===== config.mk =====
export PLATFORM = sky130hd
export DESIGN_NAME = load_store_unit
export DESIGN_NICKNAME = d
export VERILOG_FILES = /design/src/rtl/load_store_unit.sv
export SDC_FILE = /design/constraint.sdc
export NUM_CORES = 1
export LEC_CHECK = 0
export BUFFER_PORTS_ARGS = -buffer_cell sky130_fd_sc_hd__clkbuf_2
export CAP_MARGIN = 20
export CORE_MARGIN = 2
export CORE_UTILIZATION = 40
export CTS_CLUSTER_DIAMETER = 100
export DETAILED_ROUTE_END_ITERATION = 10
export PLACE_DENSITY = 0.67
export SETUP_SLACK_MARGIN = 0.1
export SKIP_CTS_REPAIR_TIMING = 1
export SYNTH_ARGS = -nofsm -noshare
export SYNTH_HDL_FRONTEND = slang
export SYNTH_SLANG_ARGS = --single-unit

===== constraint.sdc =====
create_clock -name clk -period 2.9 [get_ports clk]
set_input_delay 0.29 -clock clk [delete_from_list [all_inputs] [get_ports clk]]
set_output_delay 0.29 -clock clk [all_outputs]
set_load 0.05 [all_outputs]

===== src/rtl/load_store_unit.sv =====
// Load/store unit: one data-memory transaction per request on a
// variable-latency bus, with alignment checks, lane steering and timeout.
module load_store_unit #(
  parameter int TIMEOUT_CYCLES = 64
) (
  input  logic        clk,
  input  logic        reset,
  input  logic        req_valid,
  output logic        req_ready,
  input  logic        mem_read,
  input  logic        mem_write,
  input  logic [2:0]  func3,
  input  logic [31:0] addr,
  input  logic [31:0] store_data,
  output logic        stall,
  output logic        rsp_valid,
  output logic [31:0] load_data,
  output logic [1:0]  fault,
  output logic        dmem_req,
  output logic        dmem_we,
  output logic [31:0] dmem_addr,
  output logic [3:0]  dmem_be,
  output logic [31:0] dmem_wdata,
  input  logic        dmem_gnt,
  input  logic        dmem_rvalid,
  input  logic [31:0] dmem_rdata
);

  typedef enum logic [1:0] {
    S_IDLE,
    S_REQ,
    S_WAIT,
    S_RESP
  } state_e;

  localparam logic [31:0] TMO = 32'(TIMEOUT_CYCLES);

  localparam logic [1:0] F_OK  = 2'b00;
  localparam logic [1:0] F_MIS = 2'b01;
  localparam logic [1:0] F_ILL = 2'b10;
  localparam logic [1:0] F_TMO = 2'b11;

  state_e      state_q;
  logic        req_ready_q;
  logic        rsp_valid_q;
  logic [31:0] load_data_q;
  logic [1:0]  fault_q;
  logic        dmem_req_q;
  logic        dmem_we_q;
  logic [31:0] dmem_addr_q;
  logic [3:0]  dmem_be_q;
  logic [31:0] dmem_wdata_q;
  logic [31:0] cnt_q;
  logic [2:0]  f3_q;
  logic [1:0]  off_q;
  logic        rd_q;

  logic        accept;
  logic        illegal;
  logic        misal;
  logic        tmo_hit;
  logic [3:0]  be_d;
  logic [31:0] wdata_d;
  logic [31:0] shifted;
  logic [31:0] ext_d;

  assign accept = req_valid & (mem_read | mem_write);

  always_comb begin
    illegal = 1'b0;
    misal   = 1'b0;
    unique case (1'b1)
      (mem_read & mem_write):             illegal = 1'b1;
      (func3 == 3'b011):                  illegal = 1'b1;
      (func3 == 3'b110):                  illegal = 1'b1;
      (func3 == 3'b111):                  illegal = 1'b1;
      (mem_write & func3[2]):             illegal = 1'b1;
      default: begin
        misal = (func3[1:0] == 2'b01 & addr[0])
              | (func3 == 3'b010 & addr[1:0] != 2'b00);
      end
    endcase
  end

  always_comb begin
    be_d    = 4'b1111;
    wdata_d = store_data;
    unique case (func3[1:0])
      2'b00: begin
        be_d    = 4'b0001 << addr[1:0];
        wdata_d = {4{store_data[7:0]}};
      end
      2'b01: begin
        be_d    = 4'b0011 << addr[1:0];
        wdata_d = {2{store_data[15:0]}};
      end
      default: begin
        be_d    = 4'b1111;
        wdata_d = store_data;
      end
    endcase
  end

  // Lane select first, then extend from the low byte/half.
  always_comb begin
    shifted = dmem_rdata >> {off_q, 3'b000};
    ext_d   = shifted;
    unique case (f3_q)
      3'b000:  ext_d = {{24{shifted[7]}}, shifted[7:0]};
      3'b001:  ext_d = {{16{shifted[15]}}, shifted[15:0]};
      3'b100:  ext_d = {24'h0, shifted[7:0]};
      3'b101:  ext_d = {16'h0, shifted[15:0]};
      default: ext_d = shifted;
    endcase
  end

  assign tmo_hit = (TMO != 32'd0) && (cnt_q == TMO);

  always_ff @(posedge clk or negedge reset) begin
    if (!reset) begin
      state_q      <= S_IDLE;
      req_ready_q  <= 1'b1;
      rsp_valid_q  <= 1'b0;
      load_data_q  <= 32'h0;
      fault_q      <= F_OK;
      dmem_req_q   <= 1'b0;
      dmem_we_q    <= 1'b0;
      dmem_addr_q  <= 32'h0;
      dmem_be_q    <= 4'h0;
      dmem_wdata_q <= 32'h0;
      cnt_q        <= 32'h0;
      f3_q         <= 3'b000;
      off_q        <= 2'b00;
      rd_q         <= 1'b0;
    end else begin
      unique case (state_q)
        S_IDLE: begin
          if (accept) begin
            f3_q        <= func3;
            off_q       <= addr[1:0];
            rd_q        <= mem_read;
            req_ready_q <= 1'b0;
            if (illegal || misal) begin
              state_q     <= S_RESP;
              rsp_valid_q <= 1'b1;
              fault_q     <= illegal ? F_ILL : F_MIS;
              load_data_q <= 32'h0;
            end else begin
              state_q      <= S_REQ;
              dmem_req_q   <= 1'b1;
              dmem_we_q    <= mem_write;
              dmem_addr_q  <= {addr[31:2], 2'b00};
              dmem_be_q    <= be_d;
              dmem_wdata_q <= wdata_d;
              cnt_q        <= 32'h0;
            end
          end
        end
        S_REQ: begin
          if (tmo_hit) begin
            state_q     <= S_RESP;
            rsp_valid_q <= 1'b1;
            fault_q     <= F_TMO;
            load_data_q <= 32'h0;
            dmem_req_q  <= 1'b0;
          end else begin
            cnt_q <= cnt_q + 32'd1;
            if (dmem_gnt) begin
              state_q    <= S_WAIT;
              dmem_req_q <= 1'b0;
            end
          end
        end
        S_WAIT: begin
          if (tmo_hit) begin
            state_q     <= S_RESP;
            rsp_valid_q <= 1'b1;
            fault_q     <= F_TMO;
            load_data_q <= 32'h0;
          end else begin
            cnt_q <= cnt_q + 32'd1;
            if (dmem_rvalid) begin
              state_q     <= S_RESP;
              rsp_valid_q <= 1'b1;
              fault_q     <= F_OK;
              load_data_q <= rd_q ? ext_d : 32'h0;
            end
          end
        end
        S_RESP: begin
          state_q     <= S_IDLE;
          rsp_valid_q <= 1'b0;
          load_data_q <= 32'h0;
          fault_q     <= F_OK;
          req_ready_q <= 1'b1;
        end
        default: begin
          state_q     <= S_IDLE;
          req_ready_q <= 1'b1;
          rsp_valid_q <= 1'b0;
          dmem_req_q  <= 1'b0;
        end
      endcase
    end
  end

  assign req_ready  = req_ready_q;
  assign rsp_valid  = rsp_valid_q;
  assign load_data  = load_data_q;
  assign fault      = fault_q;
  assign dmem_req   = dmem_req_q;
  assign dmem_we    = dmem_we_q;
  assign dmem_addr  = dmem_addr_q;
  assign dmem_be    = dmem_be_q;
  assign dmem_wdata = dmem_wdata_q;
  assign stall      = req_valid & ~rsp_valid_q;

endmodule


Yosys cells after proc, flatten, opt, wreduce, memory -nomap -nowiden. Cells that the tools add are included.

$add $sub $neg: 1. Equal/unequal tests: 19. Shift operators: 3. Muxes and demuxes: 43. Bitwise operators: 10. Reduce and logical (&&, ||, !) cells: 17.

Operator list (count): 2-to-1 mux 32 bit (9); one-hot mux 32 bit (4 select lines) (2); one-hot mux 32 bit (2 select lines) (2); adder 32 x 1 -> 32 bit, second input constant (1); equality test 32 x 7 -> 1 bit, second input constant (1); right shift 32 x 5 -> 32 bit (1); 2-to-1 mux 2 bit (12); one-hot mux 2 bit (4 select lines) (2); equality test 3 bit, second input constant (4); 2-to-1 mux 1 bit (12); AND reduction 4 bit (3); inequality test 2 bit, second input constant (5); one-hot mux 4 bit (2 select lines) (1); nonzero test 2 bit (4); bitwise AND 1 bit (6); equality test 3 x 2 -> 1 bit, second input constant (2); inequality test 3 bit, second input constant (2); AND reduction 3 bit (2); OR reduction 5 bit (1); equality test 2 x 1 -> 1 bit, second input constant (2); equality test 2 bit, second input constant (2); zero test 2 bit (2); one-hot mux 1 bit (2 select lines) (2); one-hot mux 1 bit (4 select lines) (1); other kinds (9) (12).

Register bits: 144. Input port bits: 106. Output and inout bits: 107.

Longest topological paths before layout.
Word-level depth: 8. Gate-level depth with buffers: 9. Gate-level depth less buffers: 7.

Worst setup path before layout. Ideal clock, no wire load.

Kind: register to register. From: register state_q[0]. To: register cnt_q[5]. Arrival time: 2.222 ns. Required time: 2.827 ns. Setup slack: 0.605 ns. Stages on the path, launching flop included: 9. Path buffers: 1. Period minus slack after synthesis: 2.295 ns. Cells stage by stage: dfrtp_1 -> inv_1 -> ha_1 -> o211ai_1 -> o41ai_4 -> o31ai_2 -> buf_2 -> or4_4 -> a21oi_2.

Word-level cells in the longest chain between the ends: 4. Elaborated cells on any way between the ends: 10.

RTL lines: start, declared (RTL line 43) `state_e state_q;`; start signal, assigned (RTL line 121) `state_q <= S_IDLE;`; start signal, assigned (RTL line 144) `state_q <= S_RESP;`; start signal, assigned (RTL line 149) `state_q <= S_REQ;`; equality test 2 bit / equality test 2 x 1 -> 1 bit (equally long branches) (RTL line 136) `unique case (state_q)`; OR reduction 2 bit (no source line); inequality test 2 bit (no source line) / nonzero test 2 bit (equally long branches); AND reduction 4 bit (no source line); end signal, assigned (RTL line 167) `cnt_q <= cnt_q + 32'd1;`; end signal, assigned (RTL line 181) `cnt_q <= cnt_q + 32'd1;`; end, declared (RTL line 53) `logic [31:0] cnt_q;`.

Parallel ways exist; a longest one is shown, timed or not. A chain may end at the register's enable or synchronous reset.

Worst setup path in the final report.
From: register state_q[1]. To: register cnt_q[31].

The elaborated chain is that of the path after synthesis.

==> results.ini <==
[outcome]
status = finished clean

[timing]
worstMarginPinSlew_ps = 827
period_needed_ps = 2520
relSlewSlack_pct = 44.9
drv_slew = 0
finalSetupTns_ps = 0
finClkSkew_ps = 7.76
period_share_pct = 86.8
setup_viol = 0
hold_viol = 0
rsz0062_at_grt = false
fmax_mhz = 397

[clock_network]
h-tree-depth = 4
clk_path_buf_depth = 2
root_buffer = clkbuf_16
clock-sinks = 144
clk_latency_ps = 430
path_clk_slew_ps = 60
cts_buffers = 17
cts_tree = done

[finish]
n_antenna_cell = 0
fin_nets = 1013
fill_cells = 1600
area_growth_pct = 27.7
drive_above_1_share_pct = 37.1
final_area_mm2 = 0.00922
layout_common_cells = 209 x clkbuf_2, 143 x dfrtp_1, 69 x o21ai_0
final_common_cell = clkbuf_2

[floorplanning]
dieWidth_um = 138
die_area_mm2 = 0.0191
die_h_um = 138
start_util_pct = 40.4
ios = 213
rows = 49
coreArea_mm2 = 0.0178

[critical_path]
cp_max_fo = 17
r2r_cells = 8
arrival_ps = 2870
worstPathRequired_ps = 3250
cp_cell_sequence = inv_1 -> ha_1 -> o211ai_1 -> o41ai_4 -> o31ai_4 -> buf_4 -> or4_1 -> a21oi_1
cp-end-kind = register
max_stage_delay_ps = 500
start_kind = register
slowest_stage = or4_1
path_class = reg -> reg

[place]
port-buffer-count = 210
gp_congestion = 0.850
dpl-instance-area_mm2 = 0.00859
place_hpwl_um = 13700

[grt]
grt_pass1_vias = 5887
grt_pass1_wl_um = 30600
grt_max_degree = 96
overflow = 0
antenna_found_initial = 0
grt.total_usage_pct = 19.9

[worst_hold_path]
hold_path_depth = 2
worstHoldPathType = in -> reg

[yosys]
ys_ff_latch = 144
yosys_warnings = 0
yosysUniqueCellTypes = 57
synth.cell_area_mm2 = 0.00722
async_flop_share_pct = 100
synth-seq-area-share_pct = 50.0
synth_edf_count = 0
synthFlopType = dfrtp_1
syn_area_per_cell_um2 = 10.4
synthCells = 692

[job]
maxCapViolCount = 0

[pwr]
clockPowerShare_pct = 20.8
seqPwrFrac_pct = 29.3
p_sw_mw = 5.28
switching_share_pct = 48.2
p_leak_nw = 4.47
p_per_area_mw_per_mm2 = 1190
p_comb_share_pct = 49.9
vdd_ir_drop_max_mv = 0.885
p_int_mw = 5.67

[detailed_routing]
wl_per_cell_um = 16.8
vias = 6155
route.detailed.drc = 0
ant_nets = 0
drt-total-wl_um = 19200
first_pass_iters = 5
viasPerCell = 5.38
drt_iter0_drc = 323

Yosys cell counts, types with 2 or more instances:
cell type	instances	area (um^2)
o31ai_1	8	60.1
nor2_1	35	131
o2bb2ai_1	2	17.5
dfrtp_1	143	3580
nor4b_1	3	26.3
nand3_1	12	60.1
a21oi_1	44	220
a211oi_1	14	105
nand2b_1	2	12.5
nor3_1	3	15.0
nand2_1	68	255
nor2b_1	14	87.6
mux2i_1	45	450
mux2_2	64	721
buf_1	4	15.0
ha_1	6	75.1
a311o_1	2	20.0
o211ai_1	2	15.0
clkbuf_1	33	124
or3_1	19	119
or4_1	8	60.1
nor4_1	7	43.8
a22o_1	16	140
buf_4	2	15.0
buf_2	4	20.0
inv_1	10	37.5
and2_1	7	43.8
and3_1	2	12.5
or2_2	3	18.8
o21ai_0	69	345
nand4_1	13	81.3
o21a_1	3	22.5
through the flow:
stage | instances | worst slack [ps] | util [%] | total power, mW | hold WS, ps
after detailed placement | 1110 | 274 | 48.2 | 8.73 | 411
after floorplan | 693 | 605 | - | 7.29 | -5.59
after CTS | 1142 | 366 | 51.6 | 11.0 | -38.9
final | 1143 | 384 | 51.7 | 11.0 | 88.9
after global placement | 1110 | 317 | 48.2 | 8.66 | 416
after global routing | 1143 | 137 | 51.7 | 11.5 | 70.5
worst max-delay path: cells and delay by family (launching register included):
kind / cells / cell delay, ps
AO/OA/AOI/OAI: 4 / 960
AND/OR/NAND/NOR: 1 / 500
buffers and inverters: 2 / 340
flip-flops: 1 / 460
adder cells (fa/ha/maj): 1 / 170
per-layer routing:
metal	part of all wire, %	vias to the layer above	GRT usage (%)
met2	46	257	30.9
li1	-	2954	-
met1	44	2922	26.6
met5	0	-	0
met4	1.7	0	6.12
met3	7.5	22	6.75
cell type report:
cell class / count / area [um^2] / share of cell area (%)
sequential: 144 / 3600 / 39.1
multi-input combinational: 495 / 3400 / 36.9
timing repair buffer: 233 / 1270 / 13.8
clock buffer: 20 / 457 / 4.95
tap: 229 / 287 / 3.11
clock inverter: 12 / 158 / 1.71
inverter: 10 / 37.5 / 0.407
registers in the layout, indices dropped and copies added (netlist names), 2 cells and up:
name,count
cnt_q,32
f3_q,3
fault,2
dmem_be,4
dmem_addr,30
load_data,32
state_q,2
dmem_wdata,32
off_q,2
power groups by stage:
| stage | clock network (mW) | logic (mW) | registers, mW |
|---|---|---|---|
| 6_report | 2.28 | 5.46 | 3.21 |
| 5_1_grt | 2.40 | 5.81 | 3.32 |
| 4_1_cts | 2.31 | 5.50 | 3.22 |
| 2_1_floorplan | 0 | 1.92 | 5.37 |
| 3_5_place_dp | 0 | 5.48 | 3.25 |
| 3_3_place_gp | 0 | 5.44 | 3.22 |
final timing paths:
| kind | endpoint | slack (ps) | startpoint |
|---|---|---|---|
| max in group asynchronous | req_ready | 1610 | reset |
| worst min register to register | dmem_wdata[31] | 480 | dmem_wdata[31] |
| min in group asynchronous | load_data[3] | 480 | reset |
| worst min-delay path | dmem_addr[30] | 90 | addr[30] |
| worst max register to register | cnt_q[31] | 380 | state_q[1] |
| worst max-delay path | cnt_q[31] | 380 | state_q[1] |
cell families after synthesis:
logic type / synth area share, %
buf+inv: 3.09
fa+ha+maj: 1.04
other cells: 0.0520
xor+xnor: 0.243
flops: 50.0
mux: 16.2
simple gates: 14.4
compound gates: 15.0
(Power assumes the default switching activity.)
